### src/rtl/hilo_mul_ctrl.sv
// hilo_mul_ctrl: iterative 32x32 unsigned multiplier that owns the HI/LO
// register pair.
// MULTU writes {hi,lo} = src_a * src_b 32 edges after start is sampled.
// MADDU writes {hi,lo} = {hi,lo} + src_a * src_b (mod 2^64) after 33 edges.
// Optional feature macro: HILO_MT_EN adds an MTHI/MTLO write port.
// In the default build that port is absent.
module hilo_mul_ctrl (
    input  logic        clk,
    input  logic        rst,
    input  logic        start,
    input  logic        op,
    input  logic [31:0] src_a,
    input  logic [31:0] src_b,
    input  logic        mf_req,
    input  logic        mf_sel,
`ifdef HILO_MT_EN
    input  logic        mt_we,
    input  logic        mt_sel,
    input  logic [31:0] mt_data,
`endif
    output logic [31:0] mf_data,
    output logic        busy,
    output logic        stall,
    output logic        done,
    output logic [31:0] hi,
    output logic [31:0] lo
);

    typedef enum logic [1:0] {
        IDLE = 2'd0,
        RUN  = 2'd1,
        ACC  = 2'd2
    } state_t;

    // Control state.
    state_t      r_state;
    logic [5:0]  r_cnt;
    logic        r_busy;
    logic        r_done;
    logic [31:0] r_hi;
    logic [31:0] r_lo;

    // Datapath state. It carries no reset because it is only read while
    // RUN/ACC, and it is always reloaded on entry to RUN.
    logic        r_op;
    logic [63:0] r_mcand;
    logic [31:0] r_mplier;
    logic [63:0] r_prod;

    logic [63:0] w_step_prod;
    logic [63:0] w_acc_sum;
    logic        w_last_step;
    logic        w_accept;

    // One shift-add step: add the shifted multiplicand when the current
    // multiplier LSB is set. The 64-bit partial product cannot overflow,
    // because the final value is at most (2^32-1)^2.
    assign w_step_prod = r_prod + (r_mplier[0] ? r_mcand : 64'd0);

    // MADDU accumulation wraps modulo 2^64. The carry out is dropped.
    assign w_acc_sum   = {r_hi, r_lo} + r_prod;

    // Counter value 31 marks the 32nd and final RUN step.
    assign w_last_step = (r_cnt == 6'd31);

    // A start is only taken in IDLE. A start seen while busy is ignored.
    assign w_accept    = (r_state == IDLE) && start;

    // Combinational read port. The done cycle already sees the new HI/LO.
    assign mf_data = mf_sel ? r_hi : r_lo;

    // Freeze the pipeline while a requester waits on the busy unit.
    // With MT writes enabled, an MT write is also held off in two cases:
    // - while busy;
    // - when it collides with a start. The start wins that collision.
`ifdef HILO_MT_EN
    assign stall = (r_busy && (start || mf_req || mt_we)) || (start && mt_we);
`else
    assign stall = r_busy && (start || mf_req);
`endif

    assign busy = r_busy;
    assign done = r_done;
    assign hi   = r_hi;
    assign lo   = r_lo;

    // Control FSM: sequences RUN/ACC, and owns HI/LO, busy and done.
    always_ff @(posedge clk) begin
        if (!rst) begin
            r_state <= IDLE;
            r_cnt   <= 6'd0;
            r_busy  <= 1'b0;
            r_done  <= 1'b0;
            r_hi    <= 32'd0;
            r_lo    <= 32'd0;
        end else begin
            r_done <= 1'b0;
            case (r_state)
                IDLE: begin
                    if (start) begin
                        r_state <= RUN;
                        r_cnt   <= 6'd0;
                        r_busy  <= 1'b1;
                    end
`ifdef HILO_MT_EN
                    else if (mt_we) begin
                        if (mt_sel) begin
                            r_hi <= mt_data;
                        end else begin
                            r_lo <= mt_data;
                        end
                    end
`endif
                end
                RUN: begin
                    r_cnt <= r_cnt + 6'd1;
                    if (w_last_step) begin
                        if (r_op) begin
                            r_state <= ACC;
                        end else begin
                            r_state      <= IDLE;
                            r_busy       <= 1'b0;
                            r_done       <= 1'b1;
                            {r_hi, r_lo} <= w_step_prod;
                        end
                    end
                end
                ACC: begin
                    r_state      <= IDLE;
                    r_busy       <= 1'b0;
                    r_done       <= 1'b1;
                    {r_hi, r_lo} <= w_acc_sum;
                end
                default: begin
                    r_state <= IDLE;
                    r_busy  <= 1'b0;
                end
            endcase
        end
    end

    // Shift-add datapath.
    // - An accepted start loads the operands.
    // - Each RUN cycle advances the operands by one bit.
    always_ff @(posedge clk) begin
        if (w_accept) begin
            r_op     <= op;
            r_mcand  <= {32'd0, src_a};
            r_mplier <= src_b;
            r_prod   <= 64'd0;
        end else if (r_state == RUN) begin
            r_prod   <= w_step_prod;
            r_mcand  <= r_mcand << 1;
            r_mplier <= r_mplier >> 1;
        end
    end

endmodule

### config.mk
export PLATFORM = sky130hd
export DESIGN_NAME = hilo_mul_ctrl
export DESIGN_NICKNAME = d
export VERILOG_FILES = /design/src/rtl/hilo_mul_ctrl.sv
export SDC_FILE = /design/constraint.sdc
export NUM_CORES = 1
export LEC_CHECK = 0
export BUFFER_PORTS_ARGS = -buffer_cell sky130_fd_sc_hd__clkbuf_2
export CORE_MARGIN = 5
export CORE_UTILIZATION = 35
export CTS_BUF_LIST = sky130_fd_sc_hd__clkbuf_8
export CTS_CLUSTER_DIAMETER = 40
export CTS_CLUSTER_SIZE = 24
export DETAILED_ROUTE_END_ITERATION = 8
export GPL_TIMING_DRIVEN = 0
export SETUP_SLACK_MARGIN = 0.5
export SLEW_MARGIN = 20
export SYNTH_ARGS = -nofsm -noshare
export SYNTH_HDL_FRONTEND = slang
export SYNTH_SLANG_ARGS = --single-unit
### constraint.sdc
create_clock -name clk -period 6 [get_ports clk]
set_input_delay 0.3 -clock clk [delete_from_list [all_inputs] [get_ports clk]]
set_output_delay 0.3 -clock clk [all_outputs]
set_load 0.02 [all_outputs]
Word level (Yosys, flattened, before mapping):

Index checks and enable logic that the tools add are counted.

* flip-flop bits (word level): 235
* output and inout bits: 99
* logic and storage cells: 56
* input bits: 70

* multiplexer cells: 25
* equality and inequality tests: 6
* $add $sub $neg: 3
* reduce and logical (&&, ||, !) cells: 11

Operators with widths (number)
* $mux 32: 9
* $add 64x64->64: 2
* $pmux 32 s2: 2
* $mux 64: 1
* $pmux 6 s2: 1
* $add 6x1->6 const B: 1
* $eq 6x5->1 const B: 1
* $mux 2: 3
* $mux 6: 1
* $ne 2x2->1 const B: 3
* $reduce_and 3->1: 2
* $reduce_bool 2->1: 3
* $mux 1: 5
* $pmux 1 s2: 2
* $pmux 2 s2: 1
* $reduce_and 2->1: 2
* $eq 2x1->1 const B: 1
* $eq 2x2->1 const B: 1
* $logic_and 1x1->1: 2
* $logic_not 2->1: 1
* $logic_or 1x1->1: 1

Longest topological paths before layout:

Gate-level depths: netlist (run 1).

* depth in word-level cells: 5
* depth in mapped cells: 16
* depth with buffers taken out: 14

Worst setup path after synthesis (run 1):

Ideal clock, no wire load.

* path kind: register to register
* start: reg r_mplier[0]
* end: reg r_hi[24], in the netlist hi[24]
* clock period less this slack: 3458 ps
* library setup time: 95 ps
* buffers on the path: 2
* stages on the path, launching flop included: 17
* path slack: 2542 ps
* arrival: 3363 ps
* data required time: 5905 ps
* path through: edfxtp_1 clkbuf_1 clkbuf_1 and2_1 ha_1 fa_1 a21o_1 nand4_1 nand3_1 a31oi_1 o21ai_1 a31oi_2 o211ai_2 a31oi_1 o21bai_1 xnor2_1 a221oi_1

* word-level cells in the longest chain between the ends: 5

Ends and longest elaborated chain
* start: declaration: RTL line 47 `logic [31:0] r_mplier;`
* start signal: assignment: RTL line 149 `r_mplier <= src_b;`
* start signal: assignment: RTL line 154 `r_mplier <= r_mplier >> 1;`
* $mux 64: RTL line 58 `assign w_step_prod = r_prod + (r_mplier[0] ? r_mcand : 64'd0);`
* $add 64x64->64: RTL line 58
* $mux 32: RTL line 118 `if (r_op) begin`
* $mux 32: RTL line 117 `if (w_last_step) begin`
* $pmux 32 s2: RTL line 98 `case (r_state)`
* end signal: assignment: RTL line 124 `{r_hi, r_lo} <= w_step_prod;`
* end signal: assignment: RTL line 132 `{r_hi, r_lo} <= w_acc_sum;`
* end: declaration: RTL line 40 `logic [31:0] r_hi;`

Every way passes these cells. The select of a mux whose other input is x is not followed.
A chain may end at the register's enable or synchronous reset.

Worst setup path after layout (run 1):

Ends and elaborated chain as after synthesis.

==> flow_summary.rst, run 1 <==
.. list-table::
   :header-rows: 1

   * - Metric
     - Value
   * - Category of the most critical setup path
     - flop to flop
   * - Share of flip-flops with an asynchronous set or reset after synthesis
     - 0%
   * - H-tree depth
     - 2
   * - Clock tree from TritonCTS
     - done
   * - Via count normalized by instance count
     - between 5 and 6
   * - Core region area
     - 0.0501 mm^2
   * - Count of warnings emitted by yosys
     - 0
   * - Cell at the slowest stage of the critical path
     - sky130_fd_sc_hd__a31oi_2
   * - Sequence of cells on the critical path
     - clkbuf_2 -> clkbuf_1 -> and2_1 -> ha_1 -> fa_1 -> a21o_1 -> nand4_1 -> nand3_1 -> a31oi_1 -> o21ai_1 -> a31oi_2 -> o211ai_2 -> a31oi_1 -> o21bai_1 -> xnor2_1 -> a221oi_1
   * - Number of setup violations in the final report
     - 0
   * - Count of vias placed by the detailed router
     - between 15000 and 20000
   * - Num Clock Sinks
     - between 200 and 250
   * - Delay contributed by the slowest stage of the critical path
     - between 500 and 600 ps
   * - CTS root buffer
     - sky130_fd_sc_hd__clkbuf_8
   * - RSZ-0062 raised after global routing
     - false
   * - Leak pwr
     - 9.35 nW
   * - Data required time of the worst path
     - 6550 ps
   * - Area Growth Syn to Fin
     - 20.9%
   * - First-pass GRT wire length
     - ~100 mm
   * - Crit Path Max Fanout
     - 10
   * - Most frequent cell on the critical path
     - sky130_fd_sc_hd__a31oi_1
   * - Post-synth EDFFs
     - 65
   * - Register clock-pin slew on the reported worst setup and hold paths
     - around 70 ps
   * - Buffers added on ports
     - around 170
   * - Horizontal die dimension
     - about 230 um
   * - Post-DR wirelength/cell
     - 21.6 um
   * - Maximum clock insertion buffer count
     - 3
   * - Min Clock Period, post-route
     - approximately 5200 ps
   * - Half-perimeter wire length after detailed placement
     - 54.7 mm
   * - Areal power density over the cells
     - approximately 270 mW/mm^2
   * - Number of primary I/O pins
     - 169
   * - Residual DRC
     - 0
   * - Number of max-slew violations in the final report
     - 0
   * - Number of synthesized register bits
     - 235
   * - CP Launch Type
     - flop
   * - Share of the yosys chip area belonging to registers
     - between 30% and 40%
   * - Number of setup buffers added after CTS
     - 0
   * - Worst slew margin
     - between 20% and 30%
   * - Starting utilization of the core area
     - about 35%
   * - Area of the mapped netlist
     - roughly 0.018 mm^2
   * - Vias in the first global route
     - 17529
   * - Fmax
     - 0.191 GHz
   * - Gpl congestion
     - 0.976
   * - Total Nets Final
     - 2727
   * - Antenna violations before repair
     - 6
   * - Pin count of the biggest net entering global routing
     - 44
   * - Count of endpoints failing hold in the final timing report
     - 0
   * - Overall die height
     - ~230 um
   * - Violation count after the first detailed-routing iteration
     - about 1500
   * - Class of the tightest hold or removal check
     - input port to flop
   * - Critical path arrival
     - approximately 5800 ps
   * - CTS Hold Buffers Added
     - 64
   * - Count of cells resized by post-cts repair
     - 0
   * - Clock buffer count from CTS
     - between 50 and 60
   * - Fraction of layout instances using a drive strength above 1
     - between 10% and 20%
   * - Total gr overflow
     - 0
   * - Transition time at the pin with the least slew margin
     - 1150 ps
   * - MaxCap Viol Count
     - 0
   * - Overall fraction of global-route tracks in use
     - roughly a quarter
   * - Clock latency on the worst-skew pair
     - 660 ps
   * - Flip-flop cell with the highest count after synthesis
     - sky130_fd_sc_hd__dfxtp_1
   * - Number of iterations in the first detailed-routing pass
     - 8
   * - Post-Route Skew
     - 33.0 ps
   * - Endpoint kind of the worst setup timing path
     - flop
   * - Final clock period utilization by the worst path
     - 87.0%
   * - Average cell area after synthesis
     - a little under 8 um^2
   * - Result of the run
     - complete, no violations
   * - Final ANT Viol Nets
     - 0
   * - Net count of the mapped netlist
     - about 2400
   * - Area enclosed by the die boundary
     - 0.0552 mm^2
   * - Worst-case vdd ir drop
     - between 200 and 250 uV
   * - Number of cell rows
     - slightly above 80
   * - Library cells used by synthesis
     - between 70 and 80
   * - Post-Route WL
     - between 70 and 80 mm
   * - Cell count after synthesis
     - ~2200
   * - Total negative slack for setup checks
     - 0 ps
   * - Final design utilization
     - 42.7%
-- state kept, by name, summed over array words and instances (netlist names) --
register,flops
done,1
r_mplier,32
r_prod,64
busy,1
hi,32
r_op,1
r_state,2
r_cnt,6
r_mcand,64
lo,32
-- per-stage QoR --
stage	power (mW)	setup slack (ps)	std cells	cell area, um^2	hold WS (ps)
2_1_floorplan	2.90	2540	2238	17700	399
3_3_place_gp	3.41	616	3077	19400	477
3_5_place_dp	3.43	623	3078	19400	480
4_1_cts	5.77	584	3242	21400	38.4
5_1_grt	6.00	565	3242	21400	76.1
6_report	5.74	777	3244	21400	102
-- layout by cell type, fill, tap and decap left out, drive strengths merged, types with 16 or more instances in the layout --
master / netlist / final
nand2: 351 / 351
clkbuf: 112 / 345
nor2: 223 / 223
a21oi: 216 / 216
dfxtp: 170 / 170
o21ai: 142 / 142
ha: 130 / 130
mux2i: 109 / 109
and2: 76 / 76
a21o: 67 / 67
edfxtp: 65 / 65
dlygate4sd3: 0 / 64
xnor2: 63 / 63
xor2: 51 / 51
inv: 38 / 46
nand4: 43 / 43
nand3: 38 / 38
mux2: 34 / 34
o21bai: 29 / 29
nor3: 27 / 27
a211oi: 25 / 25
o21a: 21 / 21
buf: 16 / 17
o211ai: 16 / 16
a31oi: 16 / 16
-- report_power, final --
group,total [mW],internal [mW],switching [mW],leakage [nW]
logic,1.45,0.504,0.950,6.63
clock network,2.29,1.40,0.885,0.687
registers,2.00,1.81,0.185,2.03
total,5.74,3.72,2.02,9.35
-- final timing paths --
path / endpoint / slack (ps) / cells after the start / start
setup / recovery: hi[24] / 780 / 16 / r_mplier[0]
hold / removal: lo[4] / 100 / 3 / rst
setup reg to reg: hi[24] / 780 / 16 / r_mplier[0]
hold reg to reg: r_mcand[63] / 510 / 2 / r_mcand[63]
-- per-layer routing --
metal  wire [um]  up-vias  track usage (%)
li1            -     8629                -
met1       29500     8570             30.8
met2       32200      707             39.9
met3        4880      160             3.80
met4        3410        4             11.0
met5          21        -                0
-- kinds of logic after synthesis --
group | synth area share [%]
adders and majority gates | 9.41
AOI/OAI and AO/OA | 21.9
and+or+nand+nor | 20.9
xor gates and xnor gates | 5.64
DFF | 30.2
muxes | 8.32
buffers and inverters | 3.60
-- synth_stat cells (all sizes together), types with 8 or more instances --
cell type    n  area share [%]
nor2b        9            0.32
o21a        21            0.89
a211oi      25             1.1
dfxtp      170              19
ha         130             9.2
and3        12            0.42
xor2        51             2.5
nand4       43             1.5
inv         38            0.81
clkbuf     112             2.4
o22ai       10            0.35
a31oi       16            0.67
edfxtp      65              11
or3         15            0.59
nand2      351             7.4
mux2        34             2.2
o21ai      142             4.1
a311oi       9            0.45
a21boi      13            0.55
buf         16            0.37
o211ai      16            0.71
a21o        67             2.8
a21oi      216             6.1
nand3       38             1.1
mux2i      109             6.2
nor3        27            0.83
xnor2       63             3.1
and2        76             2.7
o31ai        8            0.37
nor2       223             4.7
o21bai      29             1.3
-- worst max-delay path, delay by kind of cell, from the launching register on --
family / cells / cell delay (ps)
buf+inv: 2 / 700
xor+xnor: 1 / 170
compound gates: 8 / 2740
simple gates: 3 / 480
fa+ha+maj: 2 / 660
flops: 1 / 360
-- layout make-up --
class                      count  area [um^2]
antenna                        2         5.00
clock inverter                34          437
multi-input combinational   1835        11700
buffer                       128          488
inverter                      40          150
timing repair buffer         232         1500
clock buffer                  66          908
tap                          672          841
sequential                   235         5360
fill                        5224        28700
(Power assumes the default switching activity.)
==> run 2, diff against run 1 <==
--- a/config.mk
+++ b/config.mk
@@ -7,7 +7,7 @@
 export LEC_CHECK = 0
 export BUFFER_PORTS_ARGS = -buffer_cell sky130_fd_sc_hd__clkbuf_2
 export CORE_MARGIN = 5
-export CORE_UTILIZATION = 35
+export CORE_UTILIZATION = 24
 export CTS_BUF_LIST = sky130_fd_sc_hd__clkbuf_8
 export CTS_CLUSTER_DIAMETER = 40
 export CTS_CLUSTER_SIZE = 24
==> flow_summary.rst, run 2 (same netlist as run 1, synthesis figures left out) <==
.. list-table::
   :header-rows: 1

   * - Metric
     - Value
   * - Transition time at the pin with the least slew margin
     - 1270 ps (+121 ps)
   * - Total Nets Final
     - 2717 (-0.37%)
   * - Antenna violations before repair
     - 7 (+1)
   * - CTS Hold Buffers Added
     - 64 (unchanged)
   * - Logic depth of the worst register-to-register path
     - 16 (unchanged)
   * - Clock latency on the worst-skew pair
     - 640 ps (-20 ps)
   * - Number of setup violations in the final report
     - 0 (unchanged)
   * - Fmax
     - 0.196 GHz (+2.3%)
   * - Buffers added on ports
     - 167 (unchanged)
   * - Met3 Use GR
     - 3.25% (-0.55 points)
   * - Clock buffer count from CTS
     - 43 (-19%)
   * - Total gr overflow
     - 0 (unchanged)
   * - Critical path arrival
     - 5610 ps (-170 ps)
   * - Leak pwr
     - 9.19 nW (-1.7%)
   * - Power, Total
     - 5.31 mW (-7.5%)
   * - Number of iterations in the first detailed-routing pass
     - 7 (-1)
   * - CP Launch Point
     - r_mplier[0]
   * - Worst-case vdd ir drop
     - 180 uV (-27%)
   * - Termination of the worst setup path
     - hi[24]
   * - Area Growth Syn to Fin
     - 21.1%
   * - RSZ-0062 raised after global routing
     - false
   * - Gpl congestion
     - 0.945 (-3.1%)
   * - Residual DRC
     - 0 (unchanged)
   * - Placed Cells incl. Taps
     - 3365 (+9.3%)
   * - Post-Route Skew
     - 41.2 ps (+8.17 ps)
   * - Most common cell after layout, fill and taps aside
     - sky130_fd_sc_hd__nand2_1
   * - Overall fraction of global-route tracks in use
     - 17.8% (-6.3 points)
   * - Violation count after the first detailed-routing iteration
     - 1749 (+16%)
   * - Most frequent cells in the layout
     - sky130_fd_sc_hd__nand2_1, sky130_fd_sc_hd__nor2_1, sky130_fd_sc_hd__a21oi_1
   * - Largest registers
     - r_mcand (64), r_prod (64)
   * - Worst slew margin
     - 15.5% (-8.1 points)
   * - Category of the most critical setup path
     - flop to flop
   * - CP Launch Type
     - flop
   * - Met1 usage
     - 26.2% (-4.6 points)
   * - Final design utilization
     - 29.3% (-13 points)
   * - Sequence of cells on the critical path
     - clkbuf_1 -> clkbuf_1 -> and2_1 -> ha_1 -> fa_1 -> a21o_1 -> nand4_1 -> nand3_1 -> a31oi_1 -> o21ai_1 -> a31oi_2 -> o211ai_2 -> a31oi_1 -> o21bai_1 -> xnor2_1 -> a221oi_1
   * - Place WS
     - 918 ps (+294 ps)
   * - Post-Route WL
     - 73.3 mm (+4.6%)
   * - Overall die height
     - 282 um (+20%)
   * - Pin count of the biggest net entering global routing
     - 54 (+23%)
   * - Num Clock Sinks
     - 235 (unchanged)
   * - Fraction of layout instances using a drive strength above 1
     - 12.2% (-0.68 points)
   * - Final clock period utilization by the worst path
     - 85.1% (-2.0 points)
   * - Global routing usage on met2
     - 27.0% (-13 points)
   * - Vias in the first global route
     - 17028 (-2.9%)
   * - Maximum clock insertion buffer count
     - 3 (unchanged)
   * - Number of cell rows
     - 99 (+21%)
   * - Final-layout fill cell count
     - 7963 (+52%)
   * - Count of vias placed by the detailed router
     - 17938 (-0.73%)
   * - Final ANT Viol Nets
     - 0 (unchanged)
   * - Final non-filler cell total
     - 3509 (+8.2%)
   * - Number of primary I/O pins
     - 169 (unchanged)
   * - Number of setup buffers added after CTS
     - 0 (unchanged)
   * - Instance area after placement
     - 0.0198 mm^2 (+1.9%)
   * - Result of the run
     - complete, no violations
   * - Final hold slack
     - 202 ps (+99.7 ps)
   * - Min Clock Period, post-route
     - 5100 ps (-119 ps)
   * - Horizontal die dimension
     - 282 um (+20%)
   * - Worst flop-to-flop path startpoint
     - r_mplier[0]
   * - Post-route cell area
     - 0.0214 mm^2 (+0.17%)
   * - Core region area
     - 0.0731 mm^2 (+46%)
   * - CTS root buffer
     - sky130_fd_sc_hd__clkbuf_8
   * - Class of the tightest hold or removal check
     - input port to flop
   * - Area enclosed by the die boundary
     - 0.0793 mm^2 (+44%)
   * - Via count normalized by instance count
     - 5.11 (-8.2%)
   * - Data required time of the worst path
     - 6510 ps (-40 ps)
   * - Final setup slack of the worst path
     - 896 ps (+119 ps)
   * - Clock tree from TritonCTS
     - done
   * - First-pass GRT wire length
     - 107 mm (+2.4%)
   * - R2r setup slk
     - 900 ps (+120 ps)
   * - Total negative slack for setup checks
     - 0 ps (unchanged)
   * - Half-perimeter wire length after detailed placement
     - 58.4 mm (+6.6%)
   * - Endpoint kind of the worst setup timing path
     - flop
   * - Number of max-slew violations in the final report
     - 0 (unchanged)
   * - Busiest layer in global routing
     - met2
   * - Starting utilization of the core area
     - 24.2% (-11 points)
   * - Count of cells resized by post-cts repair
     - 0 (unchanged)
   * - Register clock-pin slew on the reported worst setup and hold paths
     - 70 ps (about the same)
   * - MaxCap Viol Count
     - 0 (unchanged)
   * - Reg2Reg Capture Point
     - hi[24]
   * - Post-DR wirelength/cell
     - 20.9 um (-3.3%)
   * - Delay contributed by the slowest stage of the critical path
     - 510 ps (-70 ps)
   * - Areal power density over the cells
     - 248 mW/mm^2 (-7.6%)
   * - Cell at the slowest stage of the critical path
     - sky130_fd_sc_hd__a31oi_2
   * - Crit Path Max Fanout
     - 10 (unchanged)
   * - H-tree depth
     - 2 (unchanged)
   * - Count of endpoints failing hold in the final timing report
     - 0 (unchanged)
==> run 2: worst max-delay path, delay by kind of cell, from the launching register on <==
kind                       cells  cell delay [ps]
adders and majority gates      2              650
and+or+nand+nor                3              500
xor gates and xnor gates       1              180
AOI/OAI and AO/OA              8             2530
buffers and inverters          2              730
DFF                            1              360
==> run 2: worst min path at each step <==
| stage | depth (start not counted) | endpoint | from |
|---|---|---|---|
| after floorplan | 0 | r_op | op |
| after global placement | 2 | r_mcand[63] | r_mcand[63] |
| after detailed placement | 2 | r_state[1] | r_state[1] |
| after CTS | 3 | lo[16] | rst |
| after global routing | 3 | r_mcand[30] | src_a[30] |
| final | 3 | lo[16] | rst |
==> run 2: area by class of cell <==
| type | count | area [um^2] | area share, % |
|---|---|---|---|
| multi-input cells | 1835 | 11700 | 54.7 |
| diodes | 1 | 2.50 | 0.0117 |
| inverters | 40 | 150 | 0.700 |
| flip-flops and latches | 235 | 5360 | 25.0 |
| repair buffers | 232 | 1500 | 7.02 |
| plain buffers | 128 | 487 | 2.27 |
| clock buffers | 46 | 633 | 2.95 |
| clock inverters | 33 | 385 | 1.80 |
| well taps | 959 | 1200 | 5.60 |
==> run 2: metal layers <==
metal / part of all wire [%] / wire (um)
met1: 47 / 34300
met2: 42 / 30900
met3: 9.1 / 6640
met4: 2.1 / 1500
met5: 0.018 / 13
==> run 2: report_power, final <==
part / switching, mW / internal, mW
Combinational: 0.946 / 0.505
Clock: 0.863 / 0.984
Sequential: 0.201 / 1.81
Total: 2.01 / 3.30
